### src/rtl/tape_fifo_player_pkg.sv
// Shared types and constants for the tape FIFO player: state encoding,
// counter widths and the default 50 MHz half-pulse lengths.
package tape_player_pkg;

  typedef enum logic [2:0] {
    IDLE,
    PILOT,
    SYNC1,
    SYNC2,
    FETCH,
    FETCH_WAIT,
    DATA,
    UNDERRUN
  } state_t;

  localparam int LEN_W  = 16;
  localparam int GAP_W  = 26;
  localparam int PCNT_W = 12;

  localparam int DEF_PILOT_HALF  = 30971;
  localparam int DEF_PILOT_COUNT = 3223;
  localparam int DEF_SYNC1_HALF  = 9529;
  localparam int DEF_SYNC2_HALF  = 10500;
  localparam int DEF_ZERO_HALF   = 12214;
  localparam int DEF_ONE_HALF    = 24429;
  localparam int DEF_GAP_CYCLES  = 50000000;

endpackage

### src/rtl/tape_fifo_player_if.sv
// Read side of the hyperload tape FIFO: pop strobe out, data and empty flag in.
interface tape_fifo_if;
  logic [7:0] fifo_q;
  logic       fifo_empty;
  logic       fifo_rd;

  modport master (output fifo_rd, input fifo_q, input fifo_empty);
  modport slave  (input fifo_rd, output fifo_q, output fifo_empty);
endinterface

### src/rtl/tape_fifo_player_half_timer.sv
// Half-pulse down-counter: load LEN, count while enabled, expire in the last cycle
// so a reload on expiry gives exactly LEN cycles between toggles.
module tape_half_timer
  import tape_player_pkg::*;
(
  input  logic             clk,
  input  logic             reset_n,
  input  logic             clear,
  input  logic             enable,
  input  logic             load,
  input  logic [LEN_W-1:0] len,
  output logic             expire
);

  logic [LEN_W-1:0] count;

  assign expire = enable && !clear && (count == LEN_W'(1));

  always_ff @(posedge clk or negedge reset_n) begin
    if (!reset_n) begin
      count <= '0;
    end else if (clear) begin
      count <= '0;
    end else if (enable) begin
      if (load)
        count <= len;
      else if (count != '0)
        count <= count - 1'b1;
    end
  end

endmodule

### src/rtl/tape_fifo_player.sv
// Tape FIFO consumer: pops raw bytes and regenerates a ROM-loader EAR waveform
// (pilot, sync, MSB-first data). Optional TAPE_PLAYER_TURBO_EN adds a turbo port.
module tape_fifo_player
  import tape_player_pkg::*;
#(
  parameter int PILOT_HALF  = DEF_PILOT_HALF,
  parameter int PILOT_COUNT = DEF_PILOT_COUNT,
  parameter int SYNC1_HALF  = DEF_SYNC1_HALF,
  parameter int SYNC2_HALF  = DEF_SYNC2_HALF,
  parameter int ZERO_HALF   = DEF_ZERO_HALF,
  parameter int ONE_HALF    = DEF_ONE_HALF,
  parameter int GAP_CYCLES  = DEF_GAP_CYCLES
)(
  input  logic        clk,
  input  logic        reset_n,
  input  logic        enable,
  input  logic        flush,
`ifdef TAPE_PLAYER_TURBO_EN
  input  logic        turbo,
`endif
  tape_fifo_if.master fifo,
  output logic        ear_out,
  output logic        busy,
  output logic [15:0] byte_count
);

  state_t            state, state_next;
  logic              ear, ear_next;
  logic [7:0]        shift, shift_next;
  logic [2:0]        bit_idx, bit_idx_next;
  logic              second, second_next;
  logic [PCNT_W-1:0] pilot_cnt, pilot_next;
  logic [GAP_W-1:0]  gap, gap_next;
  logic [15:0]       played, played_next;
  logic              rd;
  logic              tmr_load;
  logic [LEN_W-1:0]  tmr_len;
  logic              expire;
  logic              turbo_on;

`ifdef TAPE_PLAYER_TURBO_EN
  assign turbo_on = turbo;
`else
  assign turbo_on = 1'b0;
`endif

  function automatic logic [LEN_W-1:0] half_len(input int len, input logic halve);
    return halve ? LEN_W'(len >> 1) : LEN_W'(len);
  endfunction

  function automatic logic [LEN_W-1:0] bit_len(input logic b, input logic halve);
    return half_len(b ? ONE_HALF : ZERO_HALF, halve);
  endfunction

  tape_half_timer u_timer (
    .clk     (clk),
    .reset_n (reset_n),
    .clear   (flush),
    .enable  (enable),
    .load    (tmr_load),
    .len     (tmr_len),
    .expire  (expire)
  );

  always_comb begin
    state_next   = state;
    ear_next     = ear;
    shift_next   = shift;
    bit_idx_next = bit_idx;
    second_next  = second;
    pilot_next   = pilot_cnt;
    gap_next     = gap;
    played_next  = played;
    rd           = 1'b0;
    tmr_load     = 1'b0;
    tmr_len      = '0;

    if (flush) begin
      state_next   = IDLE;
      ear_next     = 1'b0;
      shift_next   = '0;
      bit_idx_next = '0;
      second_next  = 1'b0;
      pilot_next   = '0;
      gap_next     = '0;
      played_next  = '0;
    end else if (enable) begin
      case (state)
        IDLE: begin
          if (!fifo.fifo_empty) begin
            state_next = PILOT;
            pilot_next = '0;
            tmr_load   = 1'b1;
            tmr_len    = half_len(PILOT_HALF, turbo_on);
          end
        end
        PILOT: begin
          if (expire) begin
            ear_next = ~ear;
            tmr_load = 1'b1;
            if (pilot_cnt == PCNT_W'(PILOT_COUNT - 1)) begin
              state_next = SYNC1;
              tmr_len    = half_len(SYNC1_HALF, turbo_on);
            end else begin
              pilot_next = pilot_cnt + 1'b1;
              tmr_len    = half_len(PILOT_HALF, turbo_on);
            end
          end
        end
        SYNC1: begin
          if (expire) begin
            ear_next   = ~ear;
            state_next = SYNC2;
            tmr_load   = 1'b1;
            tmr_len    = half_len(SYNC2_HALF, turbo_on);
          end
        end
        SYNC2: begin
          if (expire) begin
            ear_next   = ~ear;
            state_next = FETCH;
          end
        end
        FETCH: begin
          if (fifo.fifo_empty) begin
            state_next = UNDERRUN;
            gap_next   = '0;
          end else begin
            rd         = 1'b1;
            state_next = FETCH_WAIT;
          end
        end
        // Popped byte is on fifo_q now; the first data half starts here, two cycles
        // after the previous toggle, and that latency is deliberately left in.
        FETCH_WAIT: begin
          shift_next   = fifo.fifo_q;
          bit_idx_next = 3'd7;
          second_next  = 1'b0;
          played_next  = played + 1'b1;
          state_next   = DATA;
          tmr_load     = 1'b1;
          tmr_len      = bit_len(fifo.fifo_q[7], turbo_on);
        end
        DATA: begin
          if (expire) begin
            ear_next = ~ear;
            tmr_load = 1'b1;
            if (!second) begin
              second_next = 1'b1;
              tmr_len     = bit_len(shift[7], turbo_on);
            end else begin
              second_next = 1'b0;
              shift_next  = {shift[6:0], 1'b0};
              if (bit_idx == 3'd0) begin
                state_next = FETCH;
                tmr_load   = 1'b0;
              end else begin
                bit_idx_next = bit_idx - 1'b1;
                tmr_len      = bit_len(shift[6], turbo_on);
              end
            end
          end
        end
        UNDERRUN: begin
          gap_next = gap + 1'b1;
          if (!fifo.fifo_empty)
            state_next = FETCH;
          else if (gap == GAP_W'(GAP_CYCLES - 1))
            state_next = IDLE;
        end
        default: state_next = IDLE;
      endcase
    end
  end

  always_ff @(posedge clk or negedge reset_n) begin
    if (!reset_n) begin
      state     <= IDLE;
      ear       <= 1'b0;
      shift     <= '0;
      bit_idx   <= '0;
      second    <= 1'b0;
      pilot_cnt <= '0;
      gap       <= '0;
      played    <= '0;
    end else begin
      state     <= state_next;
      ear       <= ear_next;
      shift     <= shift_next;
      bit_idx   <= bit_idx_next;
      second    <= second_next;
      pilot_cnt <= pilot_next;
      gap       <= gap_next;
      played    <= played_next;
    end
  end

  assign fifo.fifo_rd = rd;
  assign ear_out      = ear;
  assign busy         = (state != IDLE);
  assign byte_count   = played;

endmodule
### src/flat_wrapper.sv
// flat-port wrapper written by rule: the top's interface ports become plain ports
module tape_fifo_player_flat import tape_player_pkg::*;
#(
  parameter int PILOT_HALF  = DEF_PILOT_HALF,
  parameter int PILOT_COUNT = DEF_PILOT_COUNT,
  parameter int SYNC1_HALF  = DEF_SYNC1_HALF,
  parameter int SYNC2_HALF  = DEF_SYNC2_HALF,
  parameter int ZERO_HALF   = DEF_ZERO_HALF,
  parameter int ONE_HALF    = DEF_ONE_HALF,
  parameter int GAP_CYCLES  = DEF_GAP_CYCLES
)
  (clk, reset_n, enable, flush, ear_out, busy, byte_count, fifo_fifo_rd, fifo_fifo_q, fifo_fifo_empty);
  tape_fifo_if fifo_i ();
  input  logic clk;
  input  logic reset_n;
  input  logic enable;
  input  logic flush;
  output logic ear_out;
  output logic busy;
  output logic [15:0] byte_count;
  output wire logic [$bits(fifo_i.fifo_rd)-1:0] fifo_fifo_rd;
  input wire logic [$bits(fifo_i.fifo_q)-1:0] fifo_fifo_q;
  input wire logic [$bits(fifo_i.fifo_empty)-1:0] fifo_fifo_empty;
  assign fifo_fifo_rd = fifo_i.fifo_rd;
  assign fifo_i.fifo_q = fifo_fifo_q;
  assign fifo_i.fifo_empty = fifo_fifo_empty;
  tape_fifo_player #(.PILOT_HALF(PILOT_HALF), .PILOT_COUNT(PILOT_COUNT), .SYNC1_HALF(SYNC1_HALF), .SYNC2_HALF(SYNC2_HALF), .ZERO_HALF(ZERO_HALF), .ONE_HALF(ONE_HALF), .GAP_CYCLES(GAP_CYCLES)) u_core (.clk(clk), .reset_n(reset_n), .enable(enable), .flush(flush), .fifo(fifo_i), .ear_out(ear_out), .busy(busy), .byte_count(byte_count));
endmodule
### config.mk
export PLATFORM = sky130hd
export DESIGN_NAME = tape_fifo_player_flat
export DESIGN_NICKNAME = d
export VERILOG_FILES = /design/src/rtl/tape_fifo_player_pkg.sv /design/src/rtl/tape_fifo_player_if.sv /design/src/rtl/tape_fifo_player_half_timer.sv /design/src/rtl/tape_fifo_player.sv /design/src/flat_wrapper.sv
export SDC_FILE = /design/constraint.sdc
export NUM_CORES = 1
export LEC_CHECK = 0
export CORE_MARGIN = 2
export CORE_UTILIZATION = 58
export CTS_CLUSTER_SIZE = 12
export DETAILED_ROUTE_END_ITERATION = 6
export DONT_BUFFER_PORTS = 1
export PLACE_DENSITY = 0.76
export SYNTH_ARGS = -nofsm -noshare
export SYNTH_HDL_FRONTEND = slang
export SYNTH_SLANG_ARGS = --single-unit
export TNS_END_PERCENT = 10
### constraint.sdc
create_clock -name clk -period 2.2 [get_ports clk]
set_input_delay 0.33 -clock clk [delete_from_list [all_inputs] [get_ports clk]]
set_output_delay 0.33 -clock clk [all_outputs]
set_load 0.01 [all_outputs]
# Word level (Yosys, flattened, before mapping)
# Cells that the tools add are included.
[classes] add_sub_neg=5 n_eq_ne=22 muxes=73 bitwise=1 reduce_logical=26
[op_table] operator="16-bit two-way mux" n=11
[op_table] operator="16-bit case mux with 5 select lines" n=1
[op_table] operator="26-bit two-way mux" n=3
[op_table] operator="15-bit two-way mux" n=5
[op_table] operator="12-bit two-way mux" n=5
[op_table] operator="26-bit case mux with 2 select lines" n=1
[op_table] operator="3-bit two-way mux" n=17
[op_table] operator="8-bit two-way mux" n=4
[op_table] operator="26-bit by 1-bit adder with 26-bit output, second input constant" n=1
[op_table] operator="26-bit == test, second input constant" n=1
[op_table] operator="12-bit case mux with 2 select lines" n=1
[op_table] operator="3-bit case mux with 8 select lines" n=1
[op_table] operator="3-bit by 2-bit != test with 1-bit output, second input constant" n=7
[op_table] operator="1-bit two-way mux" n=18
[op_table] operator="16-bit by 1-bit adder with 16-bit output, second input constant" n=1
[op_table] operator="16-bit by 1-bit == test with 1-bit output, second input constant" n=1
[op_table] operator="8-bit case mux with 2 select lines" n=1
[op_table] operator="16-bit nonzero test" n=1
[op_table] operator="16-bit by 1-bit subtractor with 16-bit output, second input constant" n=1
[op_table] operator="3-bit nonzero test" n=5
[op_table] operator="14-bit two-way mux" n=1
[op_table] operator="12-bit by 1-bit adder with 12-bit output, second input constant" n=1
[op_table] operator="12-bit == test, second input constant" n=1
[op_table] operator="3-bit == test, second input constant" n=4
[op_table] operator="other kinds (21)" n=34
[word_totals] register_bits=86 input_bits=13

# Longest topological paths before layout
[depth] ltp_word=10 mapped_depth=10

# Modules after synthesis
# Synthesis repeated with hierarchy kept, for this count alone.
[hier_totals] cells_unflattened=621 hier_area_um2=5375.2
[by_module_without_submodules] mod="tape_fifo_player" instances=1 cells_per_inst=484 area_each_um2=4252.8 seq_area_each_um2=1751.7
[by_module_without_submodules] mod="tape_half_timer" instances=1 cells_per_inst=137 area_each_um2=1122.3 seq_area_each_um2=400.4

# Least setup slack after synthesis
# OpenSTA, ideal clock, no wires.
[synth_timing] path_kind="reg2reg" start="reg u_core.u_timer.count[1]" end="reg u_core.pilot_cnt[1]" arrival_ns=2.196 t_required_ns=2.117 path_slack_ns=-0.079 stages_incl_launch_ff=8 n_path_buf=0 period_less_slack_ns=2.279 path_cell_list="dfrtp_1 -> inv_1 -> ha_1 -> nor4b_1 -> nand4_2 -> or4_4 -> or4_1 -> o21ai_0"
[synth_via] elab_chain_len=4
[synth_rtl] item="from (decl)" line_no="tape_fifo_player_half_timer.sv:15" rtl="logic [LEN_W-1:0] count;"
[synth_rtl] item="from (signal assigned)" line_no="tape_fifo_player_half_timer.sv:26" rtl="count <= len;"
[synth_rtl] item="from (signal assigned)" line_no="tape_fifo_player_half_timer.sv:28" rtl="count <= count - 1'b1;"
[synth_rtl] item="16-bit by 1-bit == test with 1-bit output" line_no="tape_fifo_player_half_timer.sv:17" rtl="assign expire = enable && !clear && (count == LEN_W'(1));"
[synth_rtl] item="1-bit logical AND" line_no="tape_fifo_player_half_timer.sv:17"
[synth_rtl] item="3-bit by 2-bit != test with 1-bit output (no line)"
[synth_rtl] item="5-bit AND reduction (no line)"
[synth_rtl] item="to (signal assigned)" line_no="tape_fifo_player.sv:192" rtl="pilot_cnt <= pilot_next;"
[synth_rtl] item="to (decl)" line_no="tape_fifo_player.sv:32" rtl="logic [PCNT_W-1:0] pilot_cnt, pilot_next;"
# Every way passes these cells.
# A chain may end at the register's enable or synchronous reset.

# Worst setup path after layout
[layout_timing] start="reg u_core.bit_idx[0]" end="reg u_core.u_timer.count[4]"
[layout_via] elab_chain_len=10 word_cells_on_any_way=16 classes_between="mux: 13; reduce/logical: 3"
[layout_rtl] item="from (decl)" line_no="tape_fifo_player.sv:30" rtl="logic [2:0] bit_idx, bit_idx_next;"
[layout_rtl] item="from (signal assigned)" line_no="tape_fifo_player.sv:190" rtl="bit_idx <= bit_idx_next;"
[layout_rtl] item="3-bit logical NOT *" line_no="tape_fifo_player.sv:154" rtl="if (bit_idx == 3'd0) begin"
[layout_rtl] item="1-bit two-way mux" line_no="tape_fifo_player.sv:154"
[layout_rtl] item="1-bit two-way mux" line_no="tape_fifo_player.sv:148" rtl="if (!second) begin"
[layout_rtl] item="1-bit two-way mux" line_no="tape_fifo_player.sv:145" rtl="if (expire) begin"
[layout_rtl] item="1-bit case mux with 4 select lines" line_no="tape_fifo_player.sv:88" rtl="case (state)"
[layout_rtl] item="1-bit two-way mux" line_no="tape_fifo_player.sv:87" rtl="end else if (enable) begin"
[layout_rtl] item="1-bit two-way mux" line_no="tape_fifo_player.sv:78" rtl="if (flush) begin"
[layout_rtl] item="16-bit two-way mux" line_no="tape_fifo_player_half_timer.sv:25" rtl="if (load)"
[layout_rtl] item="16-bit two-way mux" line_no="tape_fifo_player_half_timer.sv:24" rtl="end else if (enable) begin"
[layout_rtl] item="16-bit two-way mux" line_no="tape_fifo_player_half_timer.sv:22" rtl="end else if (clear) begin"
# Every way passes the cells marked *; elsewhere a longest branch is shown, timed or not. The select of a mux whose other input is x is not followed.

==> impl_metrics.tcl <==
set metrics [dict create \
    status "complete, but fails checks" \
    violations "negative hold slack, negative setup slack" \
    syn_area_mm2 0.005191 \
    path_class "reg2reg" \
    die_h_um 98.61 \
    clockPowerShare_pct 23.3 \
    cp-start-kind "register" \
    tightestPinTransition_ns 0.4808 \
    relSlewSlack_pct 67.61 \
    postSynthCellCount 604 \
    cts_max_level 3 \
    finalSetupViolCount 2 \
    clock_sinks 86 \
    antenna_found_initial 0 \
    hold_viol 86 \
    maxSlewViolCount 0 \
    synthTopCellsByArea "dfrtp_1 41%, nand2_1 5.2%, nor2_1 5.0%, o21ai_0 4.9%, xor2_1 3.5%" \
    grt_overflow 0 \
    drc_errors 0 \
    fin_crit_sh_pct 101.5 \
    drive_gt1_share_pct 20.51 \
    power_frac_comb_pct 36.8 \
    clkTransAtPathRegs_ns 0.10 \
    drt_iter0_drc 382 \
    powerDensity_mw_per_mm2 739.0 \
    antenna-diode-count 0 \
    start_util_pct 59.53 \
    place.port_buffers 0 \
    io_pins 32 \
    ant_nets 0 \
    wl_per_cell_um 17.21 \
    core_area_mm2 0.008721 \
    use_met2_pct 44.58 \
    postLayoutSetupSlackWorst_ns -0.03243 \
    routed_wl_mm 13.27 \
    clock_latency_ns 0.37 \
    clock_skew_ns 0.01129 \
    max_freq_ghz 0.4479 \
    grt_pass1_vias 4833 \
    grt_pass1_wl_mm 22.33 \
    cts_buffers 9 \
    vias_per_cell 6.311 \
    die_x_um 98.61 \
    path_cells "inv_2 -> ha_4 -> and3b_2 -> a311oi_2 -> buf_4 -> a311oi_4 -> o21a_2 -> buf_6 -> a21o_1 -> a32o_1" \
    critPathMaxStageDelay_ns 0.38 \
    syn-num-nets 626 \
    fin_hold_ws_ns -0.3585 \
    ir_drop_uv 445.9 \
    use_met1_pct 37.30 \
    cp-end-kind "register" \
    avgSynthCellArea_um2 8.595 \
    std_cell_rows 34 \
    vias 4866 \
    hpwl_mm 8.831 \
    cts_tree "done" \
    sw_frac_of_total_pct 35.52 \
    power_mw 4.562 \
    final_util_pct 70.77 \
    synth-edff-count 0 \
    ys_async_sr_fraction_pct 100.0 \
    hp-class "in2async" \
    ys.flop_type "dfrtp_1" \
    fin_area_mm2 0.006172 \
    top_usage_layer "met2" \
    dieArea_mm2 0.009723 \
    synth_top_cell_by_area "dfrtp_1" \
    leakagePower_nw 2.647 \
    seq_area_frac_synth_pct 41.46 \
    drt_pass1_iterations 5 \
    grt_max_degree 87 \
    cts.root.buffer_cell "clkbuf_8" \
    grt_util_all_layers_pct 27.91 \
    area_growth_pct 18.90 \
    layout.nets 680 \
    pre_cts_slack_ns -0.08385 \
    cp.required_ns 2.46 \
    synth_cell_type_count 66 \
    clk_path_buf_depth 2 \
    cp.arrival_ns 2.49 \
    synth_top_area_share_pct 41.46 \
    power_frac_seq_pct 39.9 \
    slowest_stage "dfrtp_1" \
    place_congestion 0.9083 \
    p_sw_mw 1.620 \
    p_int_mw 2.941 \
    placed_area_mm2 0.005756 \
    cap_violations 0 \
    ys.warnings.count 0 \
    min_period_ns 2.232 \
    rsz0062_at_grt "yes" \
    ys_ff_latch 86 \
    cp_max_fo 7 \
    grt_util_met3_pct 5.248 \
]
==> flip-flops by register name, indices dropped and copies added, names as in the netlist <==
| signal | cells |
|---|---|
| u_core.gap | 26 |
| u_core.second | 1 |
| u_core.pilot_cnt | 12 |
| u_core.byte_count | 16 |
| u_core.state | 3 |
| u_core.ear_out | 1 |
| u_core.u_timer.count | 16 |
| u_core.shift | 8 |
| u_core.bit_idx | 3 |
==> metal layers <==
layer	share of wire [%]	vias up
li1	-	2325
met1	44	2352
met2	48	156
met3	5.6	33
met4	2.6	0
met5	0	-
==> path summary, 6_finish.rpt <==
kind                                   startpoint  slack [ns]  depth (start not counted)                       to
worst max-delay path            u_core.bit_idx[0]       -0.03                         10  u_core.u_timer.count[4]
worst min-delay path                      reset_n       -0.36                          0          u_core.shift[6]
worst max register to register  u_core.bit_idx[0]       -0.03                         10  u_core.u_timer.count[4]
worst min register to register     u_core.gap[25]        0.48                          1           u_core.gap[25]
max in group asynchronous                 reset_n        2.40                          0  u_core.u_timer.count[5]
min in group clk                            flush        0.02                          1    u_core.byte_count[11]
==> cells in the final DEF (no fill, tap or decap), drive strengths merged, types with 8 or more instances in the layout <==
cell and count:
a21oi 27, a311oi 12, a31oi 12, a32o 9, and3 11, buf 78, clkbuf 9, dfrtp 86
ha 9, inv 17, nand2 72, nand3 25, nand4 14, nor2 70, nor3 19, nor4 12
o21ai 51, o31ai 8, xnor2 12, xor2 21
==> stage by stage <==
step	TNS [ns]	cells
2_1_floorplan	0	604
3_3_place_gp	-0.1090	749
3_5_place_dp	-0.5978	749
4_1_cts	-0.01403	766
5_1_grt	-1.394	771
6_report	-0.03616	771
==> logic make-up after synthesis <==
logic type | after synthesis | share of synthesized area [%]
AO/OA/AOI/OAI | 150 | 19.09
XOR/XNOR | 33 | 5.568
adder cells (fa/ha/maj) | 9 | 2.169
buffers and inverters | 49 | 3.880
flip-flops | 86 | 41.46
multiplexers | 1 | 0.1928
AND/OR/NAND/NOR | 276 | 27.65
==> area by class of cell <==
class	instances	area [um2]
inverter	14	52.55
tap	108	135.1
timing repair buffer	78	641.9
multi-input combinational	469	3012
sequential	86	2152
clock buffer	9	123.9
fill	669	2549
clock inverter	7	55.05
==> timing repair <==
action / 4_1_cts / 5_1_grt
pin swaps: 5 / 8
setup endpoints to repair: 18 / 34
gates resized for setup: 11 / 26
hold endpoints to repair: 86 / 86
buffers inserted: 1 / 5
==> worst max-delay path, delay by kind of cell (launching register included) <==
| family | cells | cell delay, ns |
|---|---|---|
| adders and majority gates | 1 | 0.16 |
| and+or+nand+nor | 1 | 0.21 |
| AOI/OAI and AO/OA | 5 | 0.99 |
| DFF | 1 | 0.38 |
| buffers and inverters | 3 | 0.38 |
==> power by group through the flow <==
stage,sequential [mW],combinational [mW],clock (mW)
floorplan,1.83,0.870,0
global placement,1.83,1.41,0
detailed placement,1.84,1.42,0
CTS,1.82,1.48,1.08
global route,1.84,1.82,1.13
finish,1.82,1.68,1.06
==> cells in the mapped netlist, types with 6 or more instances <==
library cell and number:
and3_1 10, a32o_1 9, nand3_1 25, nand2_1 72
o31ai_1 8, nor3_1 18, clkbuf_1 24, a31oi_1 12
o21ai_0 51, or3_1 6, a311oi_1 12, dfrtp_1 86
nand4_1 13, inv_1 14, nor2_1 69, a21oi_1 27
xor2_1 21, xnor2_1 12, ha_1 9, nor4_1 8
buf_2 8, nand2b_1 6
No activity file was read; power rests on OpenSTA's default activity.
